File: src/rtl/hazard_interlock_pkg.sv
// hazard_interlock_pkg
//   Shared decode constants for the 5-stage pipeline hazard logic.
//   Opcode / ALU-op encodings, instruction field positions and the
//   interlock FSM state enum. The forwarding unit reuses these constants.
package hazard_interlock_pkg;

  // Opcode field [31:27]
  localparam logic [4:0] OP_RTYPE = 5'b00000;
  localparam logic [4:0] OP_ADDI  = 5'b00101;
  localparam logic [4:0] OP_LW    = 5'b01000;
  localparam logic [4:0] OP_SW    = 5'b00111;
  localparam logic [4:0] OP_BNE   = 5'b00010;
  localparam logic [4:0] OP_BLT   = 5'b00110;
  localparam logic [4:0] OP_JR    = 5'b00100;

  // ALU op field [6:2] of R-type instructions
  localparam logic [4:0] ALU_MUL  = 5'b00110;
  localparam logic [4:0] ALU_DIV  = 5'b00111;

  // Field slices
  localparam int OPC_MSB = 31;
  localparam int OPC_LSB = 27;
  localparam int RD_MSB  = 26;
  localparam int RD_LSB  = 22;
  localparam int RS_MSB  = 21;
  localparam int RS_LSB  = 17;
  localparam int RT_MSB  = 16;
  localparam int RT_LSB  = 12;
  localparam int ALU_MSB = 6;
  localparam int ALU_LSB = 2;

  typedef enum logic {
    IDLE = 1'b0,
    WAIT = 1'b1
  } state_e;

  // True for an R-type mul or div.
  function automatic logic is_multdiv(input logic [4:0] opc, input logic [4:0] alu);
    return (opc == OP_RTYPE) && ((alu == ALU_MUL) || (alu == ALU_DIV));
  endfunction

endpackage

File: src/rtl/hazard_interlock_if.sv
// hazard_interlock_if
//   Pipeline <-> interlock signal bundle.
//   master : pipeline side (drives IRs and multdiv status, consumes controls)
//   slave  : interlock side (hazard_interlock)
//   Signals: decodeIR/executeIR (F/D and D/X instructions), md_ready,
//   md_exception, ctrl_mult/ctrl_div start pulses, stall_fd, stall_dx,
//   bubble_dx, bubble_xm, md_result_sel, md_exception_out, md_rd, md_busy.
interface hazard_interlock_if;
  logic [31:0] decodeIR;
  logic [31:0] executeIR;
  logic        md_ready;
  logic        md_exception;
  logic        ctrl_mult;
  logic        ctrl_div;
  logic        stall_fd;
  logic        stall_dx;
  logic        bubble_dx;
  logic        bubble_xm;
  logic        md_result_sel;
  logic        md_exception_out;
  logic [4:0]  md_rd;
  logic        md_busy;

  modport master (
    output decodeIR, executeIR, md_ready, md_exception,
    input  ctrl_mult, ctrl_div, stall_fd, stall_dx, bubble_dx, bubble_xm,
           md_result_sel, md_exception_out, md_rd, md_busy
  );

  modport slave (
    input  decodeIR, executeIR, md_ready, md_exception,
    output ctrl_mult, ctrl_div, stall_fd, stall_dx, bubble_dx, bubble_xm,
           md_result_sel, md_exception_out, md_rd, md_busy
  );
endinterface

File: src/rtl/hazard_interlock_src_decode.sv
// hazard_src_decode
//   Combinational source-register decode of one instruction.
//   ir           : instruction word
//   src_a/vld_a  : first source register and whether it is really read
//   src_b/vld_b  : second source register and whether it is really read
//   r0 is never reported as a valid source (it cannot carry a hazard).
module hazard_src_decode
  import hazard_interlock_pkg::*;
(
  input  logic [31:0] ir,
  output logic [4:0]  src_a,
  output logic        vld_a,
  output logic [4:0]  src_b,
  output logic        vld_b
);

  logic [4:0] opc, rd, rs, rt;
  logic       raw_a, raw_b;
  logic       unused_ir;

  assign opc = ir[OPC_MSB:OPC_LSB];
  assign rd  = ir[RD_MSB:RD_LSB];
  assign rs  = ir[RS_MSB:RS_LSB];
  assign rt  = ir[RT_MSB:RT_LSB];
  assign unused_ir = ^ir[RT_LSB-1:0];

  always_comb begin
    src_a = rs;
    src_b = rt;
    raw_a = 1'b0;
    raw_b = 1'b0;
    case (opc)
      OP_RTYPE: begin
        raw_a = 1'b1;
        raw_b = 1'b1;
      end
      // sw data register (rd) is covered by dmem forwarding, only the base counts
      OP_ADDI, OP_LW, OP_SW: raw_a = 1'b1;
      OP_BNE, OP_BLT: begin
        src_a = rd;
        src_b = rs;
        raw_a = 1'b1;
        raw_b = 1'b1;
      end
      OP_JR: begin
        src_a = rd;
        raw_a = 1'b1;
      end
      default: ;
    endcase
  end

  assign vld_a = raw_a && (src_a != 5'd0);
  assign vld_b = raw_b && (src_b != 5'd0);

endmodule

File: src/rtl/hazard_interlock.sv
// hazard_interlock
//   Stall/interlock controller for the 5-stage pipeline.
//   - Load-use: lw in X whose rd is read by the D instruction -> one bubble
//     into D/X while PC and F/D hold.
//   - Mult/div in X: one-cycle start pulse, then freeze the front end in WAIT
//     until md_ready (or watchdog expiry), then release result into X/M.
//   Ports: clock, reset (synchronous, active high), bus (hazard_interlock_if.slave).
//   Optional feature macro HAZARD_PERF_EN adds saturating stall counters
//   lu_stall_count / md_stall_count.
//   Outputs are combinational from the registered state plus inputs and are
//   forced to 0 while reset is asserted.
module hazard_interlock
  import hazard_interlock_pkg::*;
#(
  parameter logic [4:0] STATUS_REG    = 5'd30,
  parameter int         MD_MAX_CYCLES = 40
) (
  input  logic                 clock,
  input  logic                 reset,
  hazard_interlock_if.slave    bus
`ifdef HAZARD_PERF_EN
  ,
  output logic [31:0]          lu_stall_count,
  output logic [31:0]          md_stall_count
`endif
);

  localparam int               WD_W     = $clog2(MD_MAX_CYCLES + 1);
  localparam logic [WD_W-1:0]  WD_LIMIT = WD_W'(MD_MAX_CYCLES - 1);

  state_e          state_q, state_d;
  logic [WD_W-1:0] wd_q, wd_d;
  logic [4:0]      md_rd_q, md_rd_d;

  // X-stage fields
  logic [4:0] x_opc, x_rd, x_alu;
  logic       x_md, x_lw;
  logic       unused_x;

  assign x_opc    = bus.executeIR[OPC_MSB:OPC_LSB];
  assign x_rd     = bus.executeIR[RD_MSB:RD_LSB];
  assign x_alu    = bus.executeIR[ALU_MSB:ALU_LSB];
  assign x_md     = is_multdiv(x_opc, x_alu);
  assign x_lw     = (x_opc == OP_LW) && (x_rd != 5'd0);
  assign unused_x = ^{bus.executeIR[RS_MSB:ALU_MSB+1], bus.executeIR[ALU_LSB-1:0]};

  // D-stage sources
  logic [4:0] d_src_a, d_src_b;
  logic       d_vld_a, d_vld_b, load_use;

  hazard_src_decode u_dec (
    .ir    (bus.decodeIR),
    .src_a (d_src_a),
    .vld_a (d_vld_a),
    .src_b (d_src_b),
    .vld_b (d_vld_b)
  );

  assign load_use = x_lw && ((d_vld_a && (d_src_a == x_rd)) ||
                             (d_vld_b && (d_src_b == x_rd)));

  logic       mult_c, div_c, sfd_c, sdx_c, bdx_c, bxm_c, rsel_c, exc_c, busy_c;
  logic [4:0] rd_c;
  logic       lu_evt, md_evt;

  always_comb begin
    state_d = state_q;
    wd_d    = wd_q;
    md_rd_d = md_rd_q;
    mult_c  = 1'b0;
    div_c   = 1'b0;
    sfd_c   = 1'b0;
    sdx_c   = 1'b0;
    bdx_c   = 1'b0;
    bxm_c   = 1'b0;
    rsel_c  = 1'b0;
    exc_c   = 1'b0;
    busy_c  = 1'b0;
    rd_c    = md_rd_q;
    lu_evt  = 1'b0;
    md_evt  = 1'b0;
    case (state_q)
      IDLE: begin
        // md_ready is ignored here: a stale ready after reset must not release
        if (x_md) begin
          mult_c  = (x_alu == ALU_MUL);
          div_c   = (x_alu == ALU_DIV);
          sfd_c   = 1'b1;
          sdx_c   = 1'b1;
          bxm_c   = 1'b1;
          rd_c    = x_rd;
          md_rd_d = x_rd;
          wd_d    = '0;
          md_evt  = 1'b1;
          state_d = WAIT;
        end else if (load_use) begin
          // one bubble suffices: next cycle the lw has moved on to M
          sfd_c  = 1'b1;
          bdx_c  = 1'b1;
          lu_evt = 1'b1;
        end
      end
      WAIT: begin
        busy_c = 1'b1;
        if (bus.md_ready || (wd_q == WD_LIMIT)) begin
          // watchdog expiry completes as an exception
          rsel_c  = 1'b1;
          exc_c   = bus.md_ready ? bus.md_exception : 1'b1;
          rd_c    = exc_c ? STATUS_REG : md_rd_q;
          state_d = IDLE;
        end else begin
          sfd_c  = 1'b1;
          sdx_c  = 1'b1;
          bxm_c  = 1'b1;
          wd_d   = wd_q + WD_W'(1);
          md_evt = 1'b1;
        end
      end
      default: state_d = IDLE;
    endcase
  end

  always_ff @(posedge clock) begin
    if (reset) begin
      state_q <= IDLE;
      wd_q    <= '0;
      md_rd_q <= '0;
    end else begin
      state_q <= state_d;
      wd_q    <= wd_d;
      md_rd_q <= md_rd_d;
    end
  end

  assign bus.ctrl_mult        = mult_c & ~reset;
  assign bus.ctrl_div         = div_c  & ~reset;
  assign bus.stall_fd         = sfd_c  & ~reset;
  assign bus.stall_dx         = sdx_c  & ~reset;
  assign bus.bubble_dx        = bdx_c  & ~reset;
  assign bus.bubble_xm        = bxm_c  & ~reset;
  assign bus.md_result_sel    = rsel_c & ~reset;
  assign bus.md_exception_out = exc_c  & ~reset;
  assign bus.md_busy          = busy_c & ~reset;
  assign bus.md_rd            = reset ? 5'd0 : rd_c;

`ifdef HAZARD_PERF_EN
  logic [31:0] lu_cnt_q, lu_cnt_d, md_cnt_q, md_cnt_d;

  always_comb begin
    lu_cnt_d = lu_cnt_q;
    md_cnt_d = md_cnt_q;
    if (lu_evt && (lu_cnt_q != '1)) lu_cnt_d = lu_cnt_q + 32'd1;
    if (md_evt && (md_cnt_q != '1)) md_cnt_d = md_cnt_q + 32'd1;
  end

  always_ff @(posedge clock) begin
    if (reset) begin
      lu_cnt_q <= '0;
      md_cnt_q <= '0;
    end else begin
      lu_cnt_q <= lu_cnt_d;
      md_cnt_q <= md_cnt_d;
    end
  end

  assign lu_stall_count = lu_cnt_q;
  assign md_stall_count = md_cnt_q;
`else
  logic unused_perf;
  assign unused_perf = lu_evt ^ md_evt;
`endif

endmodule

File: src/flat_wrapper.sv
// flat-port wrapper written by rule: the top's interface ports become plain ports
module hazard_interlock_flat import hazard_interlock_pkg::*;
#(
  parameter logic [4:0] STATUS_REG    = 5'd30,
  parameter int         MD_MAX_CYCLES = 40
)
  (clock, reset, bus_decodeIR, bus_executeIR, bus_md_ready, bus_md_exception, bus_ctrl_mult, bus_ctrl_div, bus_stall_fd, bus_stall_dx, bus_bubble_dx, bus_bubble_xm, bus_md_result_sel, bus_md_exception_out, bus_md_rd, bus_md_busy);
  hazard_interlock_if bus_i ();
  input  logic clock;
  input  logic reset;
  input wire logic [$bits(bus_i.decodeIR)-1:0] bus_decodeIR;
  input wire logic [$bits(bus_i.executeIR)-1:0] bus_executeIR;
  input wire logic [$bits(bus_i.md_ready)-1:0] bus_md_ready;
  input wire logic [$bits(bus_i.md_exception)-1:0] bus_md_exception;
  output wire logic [$bits(bus_i.ctrl_mult)-1:0] bus_ctrl_mult;
  output wire logic [$bits(bus_i.ctrl_div)-1:0] bus_ctrl_div;
  output wire logic [$bits(bus_i.stall_fd)-1:0] bus_stall_fd;
  output wire logic [$bits(bus_i.stall_dx)-1:0] bus_stall_dx;
  output wire logic [$bits(bus_i.bubble_dx)-1:0] bus_bubble_dx;
  output wire logic [$bits(bus_i.bubble_xm)-1:0] bus_bubble_xm;
  output wire logic [$bits(bus_i.md_result_sel)-1:0] bus_md_result_sel;
  output wire logic [$bits(bus_i.md_exception_out)-1:0] bus_md_exception_out;
  output wire logic [$bits(bus_i.md_rd)-1:0] bus_md_rd;
  output wire logic [$bits(bus_i.md_busy)-1:0] bus_md_busy;
  assign bus_i.decodeIR = bus_decodeIR;
  assign bus_i.executeIR = bus_executeIR;
  assign bus_i.md_ready = bus_md_ready;
  assign bus_i.md_exception = bus_md_exception;
  assign bus_ctrl_mult = bus_i.ctrl_mult;
  assign bus_ctrl_div = bus_i.ctrl_div;
  assign bus_stall_fd = bus_i.stall_fd;
  assign bus_stall_dx = bus_i.stall_dx;
  assign bus_bubble_dx = bus_i.bubble_dx;
  assign bus_bubble_xm = bus_i.bubble_xm;
  assign bus_md_result_sel = bus_i.md_result_sel;
  assign bus_md_exception_out = bus_i.md_exception_out;
  assign bus_md_rd = bus_i.md_rd;
  assign bus_md_busy = bus_i.md_busy;
  hazard_interlock #(.STATUS_REG(STATUS_REG), .MD_MAX_CYCLES(MD_MAX_CYCLES)) u_core (.clock(clock), .reset(reset), .bus(bus_i));
endmodule
File: config.mk
export PLATFORM = sky130hd
export DESIGN_NAME = hazard_interlock_flat
export DESIGN_NICKNAME = d
export VERILOG_FILES = /design/src/rtl/hazard_interlock_pkg.sv /design/src/rtl/hazard_interlock_if.sv /design/src/rtl/hazard_interlock_src_decode.sv /design/src/rtl/hazard_interlock.sv /design/src/flat_wrapper.sv
export SDC_FILE = /design/constraint.sdc
export NUM_CORES = 1
export LEC_CHECK = 0
export BUFFER_PORTS_ARGS = -buffer_cell sky130_fd_sc_hd__buf_2
export CELL_PAD_IN_SITES_DETAIL_PLACEMENT = 1
export CELL_PAD_IN_SITES_GLOBAL_PLACEMENT = 2
export CORE_MARGIN = 5
export CORE_UTILIZATION = 21
export CTS_BUF_LIST = sky130_fd_sc_hd__clkbuf_16
export CTS_CLUSTER_SIZE = 30
export DETAILED_ROUTE_END_ITERATION = 16
export GPL_TIMING_DRIVEN = 0
export HOLD_SLACK_MARGIN = 0.15
export PLACE_DENSITY_LB_ADDON = 0.1
export SLEW_MARGIN = 20
export SYNTH_ARGS = -nofsm -noshare
export SYNTH_HDL_FRONTEND = slang
export SYNTH_SLANG_ARGS = --single-unit
export TNS_END_PERCENT = 30
File: constraint.sdc
create_clock -name clock -period 4.2 [get_ports clock]
set_input_delay 0.63 -clock clock [delete_from_list [all_inputs] [get_ports clock]]
set_output_delay 0.63 -clock clock [all_outputs]
set_load 0.005 [all_outputs]
======== Word level (Yosys, flattened, before mapping) ========
Cells that the tools add are included.
storage, ports and cells
  register bits after elaboration ......... 12
  input port bits ......................... 68
  output and inout bits ................... 14
  logic and storage cells ................. 78
operators by class
  add/sub/neg operators ................... 1
  eq/ne operators ......................... 14
  multiplexer cells ....................... 30
  bitwise logic cells ..................... 10
  reduce and logical (&&, ||, !) cells .... 20
operator list
  cell                 number
  $eq 5x3->1 const B   6
  $mux 5               6
  $mux 1               18
  $reduce_bool 5->1    3
  $mux 6               2
  $pmux 6 s2           1
  $eq 5x4->1 const B   2
  $eq 5x5->1           2
  $logic_not 5->1      2
  $pmux 5 s2           1
  $and 1x1->1          8
  $logic_and 1x1->1    7
  $reduce_or 7->1      1
  $add 6x1->6 const B  1
  $eq 6x6->1 const B   1
  $reduce_or 3->1      2
  $eq 5x2->1 const B   1
  $pmux 1 s2           2
  $logic_or 1x1->1     3
  $ne 2x1->1 const B   1
  $ne 2x2->1 const B   1
  $not 1->1            2
  $reduce_and 2->1     1
  $reduce_or 2->1      1

======== Longest topological paths before layout ========
  depth in word-level cells ............... 12
  gate-level depth with buffers ........... 7
  gate-level depth less buffers ........... 6

======== Cells and area by module ========
Synthesis repeated with hierarchy kept, for this count alone.
unflattened totals
  cells, all modules ...................... 123
  area total of the unflattened synthesis .. 1072.3 µm²
by module, submodules not included
  module             instances  cells an instance  area each (µm²)  seq. area each (µm²)
  hazard_interlock   1          95                 839.6            240.2
  hazard_src_decode  1          28                 232.7            0.0

======== Least setup slack after synthesis ========
No wires, ideal clock.
  kind .................................... input -> output
  start ................................... in bus_decodeIR[31]
  end ..................................... out bus_stall_fd
  arrival time ............................ 2.352 ns
  required time ........................... 3.570 ns
  path slack .............................. 1.218 ns
  stages on the path ...................... 5
  path buffers ............................ 0
  cells stage by stage .................... or3_1 > nor2_2 > mux4_2 > and4_1 > or3_1
on the way
  longest elaborated chain between the ends .. 12
  elaborated cells between the ends (all ways) .. 29
  those cells by class .................... eq/ne (8); mux (7); bitwise (1); reduce/logical (13)
RTL lines
  what                                                                        RTL line                                                              source
  start, declared                                                             flat_wrapper.sv:11                                                    input wire logic [$bits(bus_i.decodeIR)-1:0] bus_decodeIR;
  $eq 5x2->1 / $eq 5x3->1 (equally long branches)                             hazard_interlock_src_decode.sv:32                                     case (opc)
  $reduce_or 3->1 (no source line) / $reduce_or 2->1 (equally long branches)  --
  $mux 5                                                                      hazard_interlock_src_decode.sv:32
  $reduce_bool 5->1, on equally long branches                                 hazard_interlock_src_decode.sv:53, hazard_interlock_src_decode.sv:54
  $logic_and 1x1->1, on equally long branches                                 hazard_interlock_src_decode.sv:53, hazard_interlock_src_decode.sv:54
  $logic_and 1x1->1, on equally long branches                                 hazard_interlock.sv:59, hazard_interlock.sv:60
  $logic_or 1x1->1 *                                                          hazard_interlock.sv:59                                                assign load_use = x_lw && ((d_vld_a && (d_src_a == x_rd)) ||
  $logic_and 1x1->1 *                                                         hazard_interlock.sv:59
  $mux 1 *                                                                    --
  $mux 1 *                                                                    hazard_interlock.sv:85                                                if (x_md) begin
  $pmux 1 s2 *                                                                hazard_interlock.sv:82                                                case (state_q)
  $and 1x1->1 *                                                               hazard_interlock.sv:137                                               assign bus.stall_fd = sfd_c & ~reset;
  end, declared                                                               flat_wrapper.sv:17                                                    output wire logic [$bits(bus_i.stall_fd)-1:0] bus_stall_fd;
Every way passes the cells marked *; elsewhere a longest branch is shown, timed or not.

======== Worst setup path in the final report ========
Ends and elaborated chain as after synthesis.

==> results.md <==
- Fmax: 296 MHz
- Post-synthesis sequential area ratio: 0.228
- Post-route setup TNS: 0 ps
- Reg2reg start: u_core.wd_q[0]
- Pleak: 0.000651 µW
- Min cycle time layout: 3370 ps
- R2r setup slk: 2350 ps
- Final net count: 262
- Worst Setup Start Kind: input port
- Post-synthesis async set-or-reset flop share: 0
- Max VDD drop: 0.153 mV
- Hold WS: 487 ps
- CTS Sinks: 12
- Dominant synthesized flop cell: dfxtp_1
- Cell Area, Placed: 1390 µm²
- Die extent in x: 80.8 µm
- Pin count of the biggest net entering global routing: 11
- Largest driver fanout on the critical path: 7
- Placed Cells: 255
- CTS max path bufs: 2
- Std cell rows: 25
- H-tree levels: 1
- WS Path Type: input port to primary output
- Post-DP HPWL: 3.34 mm
- Worst R2R Path Depth: 7
- Total Routed Length: 3.91 mm
- Slew Limit Fails: 0
- Least-Margin Pin Slew: 568 ps
- Detailed Routing Iterations Pass 1: 4
- Initial antenna violation count: 0
- Synth Register Bits: 12
- First-pass GRT wire length: 6.24 mm
- Total number of vias: 1234
- Crit path buf inv count: 2
- WP data required: 3570 ps
- Vias in the first global route: 1273
- Vias per inst: 4.78
- Worst path depth: 7
- Wire per inst: 15.1 µm
- DRT iter0 DRCs: 56
- Synthesized area per cell: 7.68 µm²
- Die height: 80.8 µm
- Top cells by area, synth: dfxtp_1 (23%), mux2i_1 (12%), nor2_1 (7.1%)
- Arrival @ worst endpoint: 2740 ps
- Ratio of cells with drive above 1 in the final layout: 0.325
- Post-CTS Hold Buffers: 0
- Worst setup EP type: primary output
- Post-synth top cells: nor2_1 (20), mux2i_1 (13), dfxtp_1 (12)
- GRT overflow: 0
- Initial Util: 0.220
- Synth top area share: 0.228
- Post-synth EDFFs: 0
- GRT Util Overall: 0.123
- Yosys warns: 0
- Worst hold path type: register to register
- ANT cells: 0
- Post-synth top area cell: dfxtp_1
- CTS resizes: 0
- R2r endpoint: u_core.wd_q[4]
- Reg clk slew, reported paths: 40 ps
- Finished Layout Cells: 258
- Layout Cell Area excl Fill: 1470 µm²
- Synthesized Nets: 206
- Layout Utilization: 0.306
- CTS Root Cell: clkbuf_16
- WHS Endpoint: u_core.md_rd_q[1]
- Hold Crit Depth: 2
- Hold Violations, Final: 0
- Drt drc: 0
- Final setup viols: 0
- Layout area overhead: 39.4%
- Clock Latency Late Sink: 240 ps
- TritonCTS Buffers: 3
- Cell area after synthesis: 1050 µm²
- Crit-path leading delay family: simple AND/OR/NAND/NOR gates
- Die footprint: 6530 µm²
- Io pins: 82
- Worst-path cell chain: buf_2 > or3_1 > nor2_2 > mux4_2 > and4_1 > or3_1 > buf_2
- Post-synthesis cell count: 137
- Gpl congestion: 0.751
- Critical-path top delay cell: mux4_2
- DRT antenna net count: 0
- Fin crit share: 0.803
- Min-delay src: u_core.md_rd_q[1]
- CP max stage delay: 550 ps
- Library cells used by synthesis: 43
- I/O Buffers: 51
- Worst Skew: 1.40 ps
- CTS tree: yes
- Run status: completed
- RSZ-0062 raised after global routing: false
- Relative slew slack: 0.621
- Core Footprint: 4790 µm²
- Cell area power density: 238 nW/µm²
- Post-CTS setup repair buffer count: 0
- Most common cell in the netlist: nor2_1
- MaxCap Viol Count: 0
[flip-flops by register name (all words and copies together), names as in the netlist]
name	cells
u_core.wd_q	6
u_core.md_rd_q	5
u_core.state_q	1
[worst max-delay path by stage]
stage,to,from,slack (ps)
detailed placement,bus_stall_fd,bus_decodeIR[31],810
finish,bus_stall_fd,bus_decodeIR[31],830
global placement,bus_stall_fd,bus_decodeIR[31],820
floorplan,bus_stall_fd,bus_decodeIR[31],1220
global route,bus_stall_dx,bus_executeIR[28],650
CTS,bus_stall_fd,bus_decodeIR[31],810
[area by class of cell]
class | instances | area, µm²
buffer | 5 | 23.8
clock buffer | 3 | 75.1
fill | 608 | 3320
inverter | 8 | 30.0
multi-input combinational | 112 | 758
sequential | 12 | 240
tap | 67 | 83.8
timing repair buffer | 51 | 255
[power by group]
group	internal (µW)	switching (µW)
sequential	114	0.0524
clock	124	45.7
combinational	29.8	36.1
total	268	81.8
[worst register-to-register path, cell delays in order, from the launching register on]
cell and delay, ps:
dfxtp_1 330, ha_1 240, a41oi_1 290, and2_1 170
clkbuf_1 260, nand4_1 160, xor2_1 160, nor3_1 150
[cells in the final DEF, fill, tap and decap left out, types with 2 or more instances in the layout]
cell / netlist / final
or3_1: 3 / 3
o22ai_1: 4 / 4
xor2_1: 4 / 4
buf_2: 1 / 52
and3_1: 2 / 2
o21ai_0: 3 / 3
nor4_1: 5 / 5
nor2_2: 2 / 2
dfxtp_1: 12 / 12
a2111oi_0: 2 / 2
nand4_1: 4 / 4
nand2_1: 7 / 7
nor2b_1: 5 / 5
nor2_1: 20 / 20
a22oi_1: 2 / 2
or4_1: 2 / 2
or2_2: 2 / 2
mux2i_1: 13 / 13
clkbuf_1: 3 / 3
nand3_1: 2 / 2
xnor2_1: 2 / 2
nor3_1: 8 / 8
clkbuf_16: 0 / 3
a21oi_1: 2 / 2
inv_1: 8 / 8
[routing by layer]
metal  vias up  wire length, µm  share of wire  track usage
li1        621                -              -            -
met1       583             1830           0.47        0.161
met3         2              203          0.052       0.0244
met5         -                0              0            0
met2        28             1850           0.47        0.205
met4         0               16         0.0041       0.0355
[through the flow]
step | power (µW) | setup WS (ps)
final | 350 | 827
after global routing | 369 | 648
after CTS | 355 | 811
after detailed placement | 183 | 814
after global placement | 182 | 820
after floorplan | 147 | 1220
[logic make-up after synthesis]
family,Yosys count,synth area share
flip-flops,12,0.228
AND/OR/NAND/NOR,68,0.356
AO/OA/AOI/OAI,23,0.158
XOR/XNOR,6,0.0499
adder cells (fa/ha/maj),1,0.0119
buffers and inverters,13,0.0511
multiplexers,14,0.145
Note: power is estimated with default switching activity, not from simulation.
